[src/rtl/video_timing_gen.sv]
// Raster timing, pixel coordinates, scaled source-window coordinates and line prefetch requests, all registered and aligned.
// Optional FRAME_LOCK_EN: stretches vertical blanking until frameSync arrives, bounded by LOCK_MAX_EXTRA lines.
module video_timing_gen #(
  parameter int H_ACTIVE       = 1280,
  parameter int H_TOTAL        = 1650,
  parameter int H_SYNC_START   = 1390,
  parameter int H_SYNC_LEN     = 40,
  parameter int V_ACTIVE       = 720,
  parameter int V_TOTAL        = 750,
  parameter int V_SYNC_START   = 725,
  parameter int V_SYNC_LEN     = 5,
  parameter int SYNC_POL       = 1,
  parameter int SCALE          = 4,
  parameter int SRC_W          = 240,
  parameter int SRC_H          = 160,
  parameter int WIN_X0         = 160,
  parameter int WIN_Y0         = 40,
  parameter int LOCK_MAX_EXTRA = 16
) (
  input  logic        clk,
  input  logic        rst,
  input  logic        frameSync,
  output logic        hsync,
  output logic        vsync,
  output logic        de,
  output logic [10:0] x,
  output logic [10:0] y,
  output logic        frameStart,
  output logic        inWindow,
  output logic [7:0]  srcX,
  output logic [7:0]  srcY,
  output logic [2:0]  scaleX,
  output logic [2:0]  scaleY,
  output logic        lineReq,
  output logic [7:0]  reqLine
);

  localparam logic [10:0] HA       = 11'(H_ACTIVE);
  localparam logic [10:0] HT_M1    = 11'(H_TOTAL - 1);
  localparam logic [10:0] HS0      = 11'(H_SYNC_START);
  localparam logic [10:0] HS1      = 11'(H_SYNC_START + H_SYNC_LEN);
  localparam logic [10:0] VA       = 11'(V_ACTIVE);
  localparam logic [10:0] VT_M1    = 11'(V_TOTAL - 1);
  localparam logic [10:0] VS0      = 11'(V_SYNC_START);
  localparam logic [10:0] VS1      = 11'(V_SYNC_START + V_SYNC_LEN);
  localparam logic [10:0] WX0      = 11'(WIN_X0);
  localparam logic [10:0] WX1      = 11'(WIN_X0 + SRC_W * SCALE);
  localparam logic [10:0] WY0      = 11'(WIN_Y0);
  localparam logic [10:0] WY1      = 11'(WIN_Y0 + SRC_H * SCALE);
  localparam logic [10:0] WY0_M1   = 11'(WIN_Y0 - 1);
  localparam logic [2:0]  SC_M1    = 3'(SCALE - 1);
  localparam logic [7:0]  SRC_H_M1 = 8'(SRC_H - 1);
  localparam logic        ACT      = (SYNC_POL != 0);

  logic        started;
  logic [10:0] nx, ny;
  logic        line_end, wrap;
  logic        de_n, row_n, col_n;
  logic        req_n;
  logic [7:0]  req_line_n;

`ifdef FRAME_LOCK_EN
  localparam logic [10:0] VMAX = 11'(V_TOTAL - 1 + LOCK_MAX_EXTRA);
  logic armed;
`else
  logic unused_frame_sync;
  assign unused_frame_sync = frameSync;
`endif

  // The first cycle out of reset must present (0,0), so advancing starts one cycle later.
  always_comb begin
    nx       = 11'd0;
    ny       = 11'd0;
    line_end = 1'b0;
    wrap     = 1'b0;
    if (started) begin
      line_end = (x == HT_M1);
`ifdef FRAME_LOCK_EN
      wrap = line_end && (y >= VT_M1) && (armed || (y == VMAX));
`else
      wrap = line_end && (y == VT_M1);
`endif
      nx = line_end ? 11'd0 : x + 11'd1;
      ny = wrap ? 11'd0 : (line_end ? y + 11'd1 : y);
    end
  end

  assign de_n  = (nx < HA) && (ny < VA);
  assign row_n = (ny >= WY0) && (ny < WY1);
  assign col_n = (nx >= WX0) && (nx < WX1);

  // Registered srcY/scaleY already describe the current line when x reaches H_ACTIVE.
  always_comb begin
    req_n      = 1'b0;
    req_line_n = 8'd0;
    if (nx == HA) begin
      if (ny == WY0_M1) begin
        req_n = 1'b1;
      end else if ((ny >= WY0) && (ny < WY1) && (scaleY == SC_M1) && (srcY != SRC_H_M1)) begin
        req_n      = 1'b1;
        req_line_n = srcY + 8'd1;
      end
    end
  end

  always_ff @(posedge clk) begin
    if (rst) begin
      started    <= 1'b0;
      x          <= 11'd0;
      y          <= 11'd0;
      de         <= 1'b0;
      hsync      <= !ACT;
      vsync      <= !ACT;
      frameStart <= 1'b0;
      inWindow   <= 1'b0;
      srcX       <= 8'd0;
      scaleX     <= 3'd0;
      srcY       <= 8'd0;
      scaleY     <= 3'd0;
      lineReq    <= 1'b0;
      reqLine    <= 8'd0;
    end else begin
      started    <= 1'b1;
      x          <= nx;
      y          <= ny;
      de         <= de_n;
      hsync      <= ((nx >= HS0) && (nx < HS1)) ? ACT : !ACT;
      vsync      <= ((ny >= VS0) && (ny < VS1)) ? ACT : !ACT;
      frameStart <= (nx == 11'd0) && (ny == 11'd0);
      inWindow   <= de_n && row_n && col_n;
      lineReq    <= req_n;
      reqLine    <= req_line_n;

      if (row_n && col_n && (nx != WX0)) begin
        if (scaleX == SC_M1) begin
          scaleX <= 3'd0;
          srcX   <= srcX + 8'd1;
        end else begin
          scaleX <= scaleX + 3'd1;
        end
      end else begin
        scaleX <= 3'd0;
        srcX   <= 8'd0;
      end

      if (nx == 11'd0) begin
        if (row_n && (ny != WY0)) begin
          if (scaleY == SC_M1) begin
            scaleY <= 3'd0;
            srcY   <= srcY + 8'd1;
          end else begin
            scaleY <= scaleY + 3'd1;
          end
        end else begin
          scaleY <= 3'd0;
          srcY   <= 8'd0;
        end
      end
    end
  end

`ifdef FRAME_LOCK_EN
  // A frameSync coinciding with the wrap arms the following frame.
  always_ff @(posedge clk) begin
    if (rst) begin
      armed <= 1'b0;
    end else if (frameSync) begin
      armed <= 1'b1;
    end else if (wrap) begin
      armed <= 1'b0;
    end
  end
`endif

endmodule
[config.mk]
export PLATFORM = sky130hd
export DESIGN_NAME = video_timing_gen
export DESIGN_NICKNAME = d
export VERILOG_FILES = /design/src/rtl/video_timing_gen.sv
export SDC_FILE = /design/constraint.sdc
export NUM_CORES = 1
export LEC_CHECK = 0
export BUFFER_PORTS_ARGS = -buffer_cell sky130_fd_sc_hd__buf_4
export CORE_MARGIN = 2
export CORE_UTILIZATION = 61
export DETAILED_ROUTE_END_ITERATION = 8
export PLACE_DENSITY = 0.86
export SYNTH_ARGS = -nofsm -noshare
export SYNTH_HDL_FRONTEND = slang
export SYNTH_SLANG_ARGS = --single-unit
export TNS_END_PERCENT = 1
[constraint.sdc]
create_clock -name clk -period 6 [get_ports clk]
set_clock_uncertainty 0.05 [all_clocks]
set_input_delay 0.6 -clock clk [delete_from_list [all_inputs] [get_ports clk]]
set_output_delay 0.6 -clock clk [all_outputs]
set_load 0.02 [all_outputs]
==> flow_metrics.py, run 1 <==
metrics = {
    "die": {
        "std_cell_rows": 27,
        "core_sq_mm": 0.00557,
        "die_x_um": 80.6,
        "io_pins": 61,
        "die_h_um": 80.6,
        "initial_core_util_pct": 64.3,
        "dieArea_sq_mm": 0.00650,
    },
    "place": {
        "place_inst": 548,
        "gp_congestion": 0.950,
        "placedInstanceArea_sq_mm": 0.00400,
        "dp_worst_setup_slack_ns": 2.68,
        "io_buffers": 59,
        "hpwlAfterDp_mm": 6.08,
    },
    "power_and_ir_drop": {
        "p_int_mw": 0.688,
        "power_frac_clock_pct": 52.2,
        "p_sw_share_pct": 21.5,
        "power.total_mw": 0.877,
        "p_switching_mw": 0.189,
        "p_per_area_mw_per_mm2": 207,
        "comb_power_share_pct": 2.7,
        "pwr-share-seq_pct": 45.1,
        "vdd_drop_max_mv": 0.179,
        "leakagePower_nw": 1.70,
    },
    "worst_setup_path": {
        "worstPathArrival_ns": 3.57,
        "worstPathMaxFanout": 14,
        "path_class": "reg2reg",
        "worst_setup_path_start_kind": "flip-flop",
        "required_ns": 6.21,
        "critPathCaptureType": "flip-flop",
    },
    "final_layout": {
        "area_growth_pct": 18.6,
        "finalNonFillerCells": 564,
        "nets": 499,
        "final_cell_area_sq_mm": 0.00425,
        "drive_gt1_share_pct": 19.9,
        "fillers": 431,
        "diodes": 0,
    },
    "clock_tree": {
        "hold_buffers": 0,
        "htreeDepth": 3,
        "cts_tree": "built",
        "clock_path_buffers": 2,
        "clockRootBuffer": "clkbuf_8",
        "cts_sinks": 59,
        "cts_resized": 0,
        "clk_latency_ns": 0.34,
        "clk_pin_slew_ns": 0.07,
        "cts-buffers-inserted": 9,
        "post-cts-setup-buffer-count": 0,
    },
    "routing": {
        "wl_per_cell_um": 15.7,
        "vias_per_cell": 6.21,
        "wl_mm": 8.83,
        "num_vias": 3501,
        "ant_nets": 0,
        "drtIter0Drc": 294,
        "dr.pass1.iters": 5,
        "drc": 0,
    },
    "timing": {
        "fin_tns_setup_ns": 0,
        "hold_viol_final": 0,
        "fmaxAchievable_mhz": 298,
        "setup_slack_ns": 2.64,
        "min_period_over_period_pct": 56.0,
        "final-max-slew-violation-count": 0,
        "setup_violations": 0,
        "min_period_ns": 3.36,
        "tightest_slew_ns": 1.20,
        "slew_headroom_pct": 19.9,
        "rsz0062_at_grt": "false",
    },
    "global_routing": {
        "grt-ovfl-total": 0,
        "grt_max_degree": 20,
        "grt_pass1_vias": 3034,
        "grt_pass1_wl_mm": 14.4,
        "antenna_found_initial": 0,
        "grt_usage_pct": 28.7,
    },
    "synthesis": {
        "synth_common_cells": "dfxtp_1, nor2_1, nand2_1",
        "synth.top_cell.area_share_pct": 33.0,
        "synthesis.area_sq_mm": 0.00358,
        "yosysSeqAreaShare_pct": 33.0,
        "synth_edf_count": 0,
        "yosys-top-cells-area": "dfxtp_1, nor2_1, nand2_1",
        "synth_top_area_cell": "dfxtp_1",
        "avgSynthCellArea_sq_um": 8.07,
        "synthCells": 444,
        "synthFlopType": "dfxtp_1",
        "async_flop_share_pct": 0,
        "ys.warnings.count": 0,
        "syn_nets": 456,
        "yosys.cell_types.count": 70,
        "ys_ff_latch": 59,
    },
    "run": {
        "maxCapViolCount": 0,
    },
    "min_path": {
        "hold_class": "reg2reg",
    },
    "run_status": {
        "run_status": "finished clean",
    },
}
## flip-flops by register name, indices dropped and copies added (netlist names), 3 cells and up
signal,cells
x,11
y,11
reqLine,8
srcX,8
srcY,8
scaleX,3
scaleY,3
## power by group through the flow
stage	sequential [mW]	combinational [mW]	clock, mW
2_1_floorplan	0.405	0.0155	0
3_3_place_gp	0.404	0.0228	0
3_5_place_dp	0.404	0.0233	0
4_1_cts	0.395	0.0236	0.462
5_1_grt	0.396	0.0260	0.482
6_report	0.396	0.0239	0.458
## per-stage QoR
| step | util (%) | hold WS, ns |
|---|---|---|
| after detailed placement | 71.8 | 0.410 |
| after global placement | 71.8 | 0.404 |
| final | 76.2 | 0.417 |
| after floorplan | - | 0.500 |
| after global routing | 76.2 | 0.436 |
| after CTS | 76.2 | 0.420 |
## cells by family (layout without fill, tap and decap cells)
family          after synthesis  in the layout  share of synthesized area (%)
buf+inv                      36             84                           4.19
simple gates                221            221                           33.4
fa+ha+maj                     9              9                           3.14
mux                           4              4                           1.12
compound gates               83             83                           17.3
flops                        59             59                           33.0
xor+xnor                     32             32                           7.82
## routing by layer
layer  track usage [%]  share of wire (%)  up-vias
li1                  -                  -     1699
met1              38.5                 44     1623
met4              11.2                2.0        0
met2              43.7                 47      157
met3              7.75                7.4       22
met5                 0                  0        -
## worst max-delay path: stages (launching register included)
cell and delay, ns:
dfxtp_1 0.45, or4b_1 0.77, nor4_4 0.54, xor2_1 0.16
nor3_1 0.33, mux2i_1 0.14, a21oi_2 0.27, o211ai_2 0.30
nor3b_1 0.26
## worst paths after layout
kind             start   endpoint  slack [ns]  cells after the start
max reg2reg       x[2]  scaleX[1]        2.64                      8
min          scaleX[0]  scaleX[0]        0.42                      1
max               x[2]  scaleX[1]        2.64                      8
min reg2reg  scaleX[0]  scaleX[0]        0.42                      1
## layout by cell type, fill, tap and decap left out, drive strengths merged, types with 11 or more instances in the layout
master	Yosys	layout
a21oi	11	11
and2	11	11
buf	9	59
dfxtp	59	59
nand2	41	41
nand3	27	27
nand4	17	17
nor2	59	59
nor3	18	18
o21ai	21	21
xnor2	17	17
xor2	15	15
## area by class of cell
cell class	count	area, sq um	share of cell area (%)
clock buffers	10	138	3.24
clock inverters	6	111	2.62
inverters	9	33.8	0.795
multi-input cells	349	2250	53.0
flip-flops and latches	59	1180	27.8
well taps	72	90.1	2.12
repair buffers	59	443	10.4
Power figures use the tool's default switching activity.
==> run 2: changes to the inputs <==
--- a/config.mk
+++ b/config.mk
@@ -7,9 +7,9 @@
 export LEC_CHECK = 0
 export BUFFER_PORTS_ARGS = -buffer_cell sky130_fd_sc_hd__buf_4
 export CORE_MARGIN = 2
-export CORE_UTILIZATION = 61
+export CORE_UTILIZATION = 51
 export DETAILED_ROUTE_END_ITERATION = 8
-export PLACE_DENSITY = 0.86
+export PLACE_DENSITY = 0.76
 export SYNTH_ARGS = -nofsm -noshare
 export SYNTH_HDL_FRONTEND = slang
 export SYNTH_SLANG_ARGS = --single-unit
==> constraint.sdc (replaced) <==
create_clock -name clk -period 2.97 [get_ports clk]
set_clock_uncertainty 0.05 [all_clocks]
set_input_delay 0.297 -clock clk [delete_from_list [all_inputs] [get_ports clk]]
set_output_delay 0.297 -clock clk [all_outputs]
set_load 0.02 [all_outputs]
==> run 2 against run 1 <==
Against the previous run:
- cell count increased by 11%
- register-to-register slack got worse by 2.5 ns
- sequential power increased by 100%
- worst hold slack got worse by 0.28 ns
- combinational power increased by 130%
- sequential cell count unchanged
- critical path type unchanged
- highest routed layer unchanged
==> flow_metrics.py, run 2 (synthesized netlist as in run 1, its figures left out) <==
metrics = {
    "clock_tree": {
        "clk_latency_ns": 0.35,
        "clk_pin_slew_ns": 0.07,
        "cts_sinks": 59,
        "hold_buffers": 0,
        "cts_tree": "built",
        "cts-buffers-inserted": 9,
        "clockRootBuffer": "clkbuf_8",
        "htreeDepth": 3,
        "clock_path_buffers": 2,
    },
    "timing": {
        "fmaxAchievable_mhz": 351,
        "hold_viol_final": 0,
        "tightest_slew_ns": 0.454,
        "hold_ws_ns": 0.141,
        "setup_violations": 0,
        "fin_tns_setup_ns": 0,
        "slew_headroom_pct": 69.4,
        "final-max-slew-violation-count": 0,
        "min_period_ns": 2.85,
        "rsz0062_at_grt": "true",
        "min_period_over_period_pct": 95.8,
    },
    "global_routing": {
        "grt_max_degree": 19,
        "antenna_found_initial": 0,
        "grt_pass1_wl_mm": 15.2,
        "grt-ovfl-total": 0,
        "grt_pass1_vias": 3185,
        "grt_usage_pct": 25.1,
    },
    "final_layout": {
        "diodes": 0,
        "drive_gt1_share_pct": 26.2,
        "layout_commonest_cell": "buf_4",
        "final_cell_mix": "buf_4, nor2_1, dfxtp_1",
        "area_growth_pct": 26.6,
        "final_cell_area_sq_mm": 0.00454,
        "largestRegisters": "x (11), y (11)",
        "nets": 537,
    },
    "power_and_ir_drop": {
        "vdd_drop_max_mv": 0.386,
        "leakagePower_nw": 1.88,
        "p_per_area_mw_per_mm2": 356,
    },
    "die": {
        "die_x_um": 87.8,
        "die_h_um": 87.8,
        "io_pins": 61,
        "core_sq_mm": 0.00679,
        "initial_core_util_pct": 52.7,
        "std_cell_rows": 30,
        "dieArea_sq_mm": 0.00771,
    },
    "worst_setup_path": {
        "required_ns": 3.14,
        "path_class": "reg2reg",
        "worstPathMaxFanout": 9,
        "critPathCaptureType": "flip-flop",
        "r2r_start": "x[0]",
        "ff2ff_path_depth": 10,
        "startpoint": "x[0]",
        "worstPathArrival_ns": 3.02,
        "worst_setup_path_start_kind": "flip-flop",
    },
    "routing": {
        "drc": 0,
        "vias_per_cell": 5.69,
        "ant_nets": 0,
        "wl_per_cell_um": 15.0,
        "num_vias": 3563,
        "drtIter0Drc": 243,
        "wl_mm": 9.42,
        "dr.pass1.iters": 5,
    },
    "run": {
        "maxCapViolCount": 0,
    },
    "place": {
        "gp_congestion": 0.890,
        "io_buffers": 59,
        "placedInstanceArea_sq_mm": 0.00430,
        "hpwlAfterDp_mm": 6.93,
    },
    "min_path": {
        "holdCritStartpoint": "rst",
        "hold_depth": 2,
        "hold_class": "in2reg",
    },
    "run_status": {
        "run_status": "finished clean",
    },
}
[run 2: cell count changes in the layout (fill, tap and decap cells not counted), sizes merged]
cell / before / now
buf: 59 / 97
clkinv: 1 / 4
bufinv: 3 / 1
inv: 10 / 9
[run 2: repair_timing]
| item | 4_1_cts | 5_1_grt |
|---|---|---|
| endpoints found under the setup margin | 0 | 26 |
| endpoints found under the hold margin | 0 | 0 |
| gates resized for setup | 0 | 4 |
| buffers inserted | 0 | 2 |
[run 2: worst max-delay path, cell delays in order, from the launching register on]
cell      delay [ns]
dfxtp_1         0.39
ha_1            0.22
nand3b_2        0.25
or3_1           0.54
o32ai_1         0.22
a21oi_2         0.16
o311ai_1        0.40
a31oi_1         0.12
o211ai_2        0.13
buf_4           0.20
nor3_2          0.04
[run 2: final timing paths]
kind | end | slack (ns)
min reg2reg | scaleX[0] | 0.42
max reg2reg | scaleX[2] | 0.12
min | srcY[2] | 0.14
max | scaleX[2] | 0.12
[run 2: power breakdown]
group / internal (mW) / leakage, nW / total [mW] / switching (mW)
clock network: 0.410 / 0.102 / 0.761 / 0.351
logic: 0.0199 / 1.30 / 0.0558 / 0.0359
registers: 0.794 / 0.476 / 0.799 / 0.00421
total: 1.22 / 1.88 / 1.62 / 0.391
[run 2: layout make-up]
cell class / instances / area [sq um]
clock buffer: 10 / 138
clock inverter: 6 / 65.1
fill: 587 / 2260
inverter: 9 / 33.8
multi-input combinational: 349 / 2270
sequential: 59 / 1180
tap: 96 / 120
timing repair buffer: 97 / 728
[run 2: stage by stage]
step	power, mW	util, %	worst slack [ns]	cells
5_1_grt	1.66	66.8	-0.0165	626
3_3_place_gp	0.869	63.3	0.186	608
4_1_cts	1.63	66.3	0.0577	624
3_5_place_dp	0.871	63.3	0.0863	608
6_report	1.62	66.8	0.125	626
2_1_floorplan	0.850	-	0.0238	444
[run 2: metal layers]
layer / global-route usage [%] / share of wire, %
met4: 7.41 / 2.0
met3: 5.09 / 5.4
met5: 0 / 0
met1: 33.1 / 44
met2: 41.5 / 49
==> run 3: changes to the inputs <==
--- a/config.mk
+++ b/config.mk
@@ -6,6 +6,7 @@
 export NUM_CORES = 1
 export LEC_CHECK = 0
 export BUFFER_PORTS_ARGS = -buffer_cell sky130_fd_sc_hd__buf_4
+export CORE_ASPECT_RATIO = 1.5
 export CORE_MARGIN = 2
 export CORE_UTILIZATION = 51
 export DETAILED_ROUTE_END_ITERATION = 8
==> run 3 against run 2 <==
Against the previous run:
- cell count shrank 3.2%
- worst hold slack gained 0.012 ns
- utilization grew 0.078 points
- critical endpoint is now srcY[5]
- first-iteration DRC count grew 41%
- worst setup slack gained 0.038 ns
- routed wire length grew 3.8%
- register-to-register slack gained 0.04 ns
- largest cell class unchanged
- sequential share of layout area shrank 0.22 points
- total power grew 2.1%
- fmax grew 1.3%
- cell area grew 0.96%
- via count grew 2.4%
==> flow_metrics.py, run 3 (synthesized netlist as in run 1, its figures left out) <==
metrics = {
    "worst_setup_path": {
        "path_class": "reg2reg",
        "worst_setup_path_start_kind": "flip-flop",
        "critPathCaptureType": "flip-flop",
        "slowest_stage": "or4b_4",
        "crit_family": "simple AND/OR/NAND/NOR gates",
        "critPathBufInv": 2,
        "cpPeakStageDelay_ns": 0.61,
        "worstPathMaxFanout": 5,
        "cp_common_cell": "buf_4",
        "required_ns": 3.21,
        "path_cells": "or4b_4 > nor4b_4 > buf_4 > a41oi_1 > a21oi_2 > buf_4 > o21ai_1 > a2111oi_4 > o21ai_0 > nand2_1",
        "worstPathArrival_ns": 3.05,
    },
    "power_and_ir_drop": {
        "vdd_drop_max_mv": 0.185,
        "leakagePower_nw": 1.93,
        "p_per_area_mw_per_mm2": 360,
    },
    "die": {
        "std_cell_rows": 37,
        "core_sq_mm": 0.00685,
        "die_h_um": 107,
        "initial_core_util_pct": 52.3,
        "io_pins": 61,
        "dieArea_sq_mm": 0.00773,
        "die_x_um": 72.4,
    },
    "routing": {
        "drc": 0,
        "dr.pass1.iters": 5,
        "drtIter0Drc": 343,
        "vias_per_cell": 6.02,
        "ant_nets": 0,
        "wl_per_cell_um": 16.1,
        "num_vias": 3647,
        "wl_mm": 9.78,
    },
    "timing": {
        "hold_viol_final": 0,
        "final-max-slew-violation-count": 0,
        "setup_violations": 0,
        "slew_headroom_pct": 67.4,
        "tightest_slew_ns": 0.487,
        "min_period_over_period_pct": 94.5,
        "fmaxAchievable_mhz": 356,
        "min_period_ns": 2.81,
    },
    "run_status": {
        "run_status": "finished clean",
    },
    "clock_tree": {
        "clock_path_buffers": 2,
        "hold_buffers": 0,
        "cts_sinks": 59,
        "htreeDepth": 3,
        "cts-buffers-inserted": 9,
        "cts_tree": "built",
        "clockRootBuffer": "clkbuf_8",
        "clk_pin_slew_ns": 0.07,
        "clk_latency_ns": 0.35,
    },
    "final_layout": {
        "area_growth_pct": 27.9,
        "fillers": 590,
        "final_cell_mix": "buf_4, nor2_1, dfxtp_1",
        "finalNonFillerCells": 606,
        "drive_gt1_share_pct": 27.1,
        "diodes": 0,
        "layout_commonest_cell": "buf_4",
        "largestRegisters": "x (11), y (11)",
        "multiInputGateArea_sq_mm": 0.00235,
        "nets": 535,
        "seq_area_sq_mm": 0.00118,
        "fin_util_pct": 66.9,
        "final_cell_area_sq_mm": 0.00458,
    },
    "global_routing": {
        "grt-ovfl-total": 0,
        "grt_max_degree": 19,
        "grt_usage_pct": 26.3,
        "met2_usage_pct": 47.0,
        "met1_usage_pct": 28.6,
        "busiest_layer": "met2",
        "grt_pass1_vias": 3503,
        "grt_pass1_wl_mm": 16.1,
        "antenna_found_initial": 0,
        "grt_util_met3_pct": 4.98,
    },
    "place": {
        "placedInstanceArea_sq_mm": 0.00427,
        "io_buffers": 59,
        "gp_congestion": 0.918,
        "hpwlAfterDp_mm": 7.24,
        "place_inst": 589,
    },
    "min_path": {
        "hold_class": "in2reg",
    },
    "run": {
        "maxCapViolCount": 0,
    },
}
-- run 3: final timing paths --
kind | from | to | slack (ns) | depth (start not counted)
setup / recovery | x[8] | srcY[5] | 0.16 | 10
hold / removal | rst | srcY[2] | 0.15 | 2
setup reg to reg | x[8] | srcY[5] | 0.16 | 10
hold reg to reg | scaleX[0] | scaleX[0] | 0.42 | 1
-- run 3: per-stage QoR --
step           total power [mW]  worst slack [ns]  setup TNS, ns  hold WS [ns]
2_1_floorplan             0.850            0.0238              0         0.500
3_3_place_gp              0.870            0.0885              0         0.402
3_5_place_dp              0.872            0.0438              0         0.415
4_1_cts                    1.65            0.0123              0         0.146
5_1_grt                    1.69           -0.0285        -0.0289         0.136
6_report                   1.65             0.163              0         0.153
-- run 3: what timing repair did --
item	4_1_cts	5_1_grt
setup buffers	0	1
endpoints found under the setup margin	0	33
resized for setup	0	16
-- run 3: power by group --
group | total [mW] | switching [mW] | internal, mW | leakage [nW]
clock | 0.791 | 0.321 | 0.470 | 0.103
combinational | 0.0583 | 0.0370 | 0.0213 | 1.35
sequential | 0.800 | 0.00474 | 0.795 | 0.477
total | 1.65 | 0.363 | 1.29 | 1.93
-- run 3: worst register-to-register path, delay by kind of cell (launching register included) --
kind                   cells  cell delay (ns)
buffers and inverters      2             0.34
AO/OA/AOI/OAI              5             0.96
flip-flops                 1             0.32
AND/OR/NAND/NOR            3             1.08
-- run 3: layout make-up --
type	instances	area share, %
Multi-Input combinational cell	349	51.2
Sequential cell	59	25.8
Timing Repair Buffer	95	15.6
Clock buffer	11	2.87
Tap cell	78	2.13
Clock inverter	5	1.69
Inverter	9	0.737
-- run 3: metal layers --
metal	wire length (um)	part of all wire [%]
met1	3710	38
met2	5230	54
met3	429	4.4
met4	401	4.1
met5	0	0
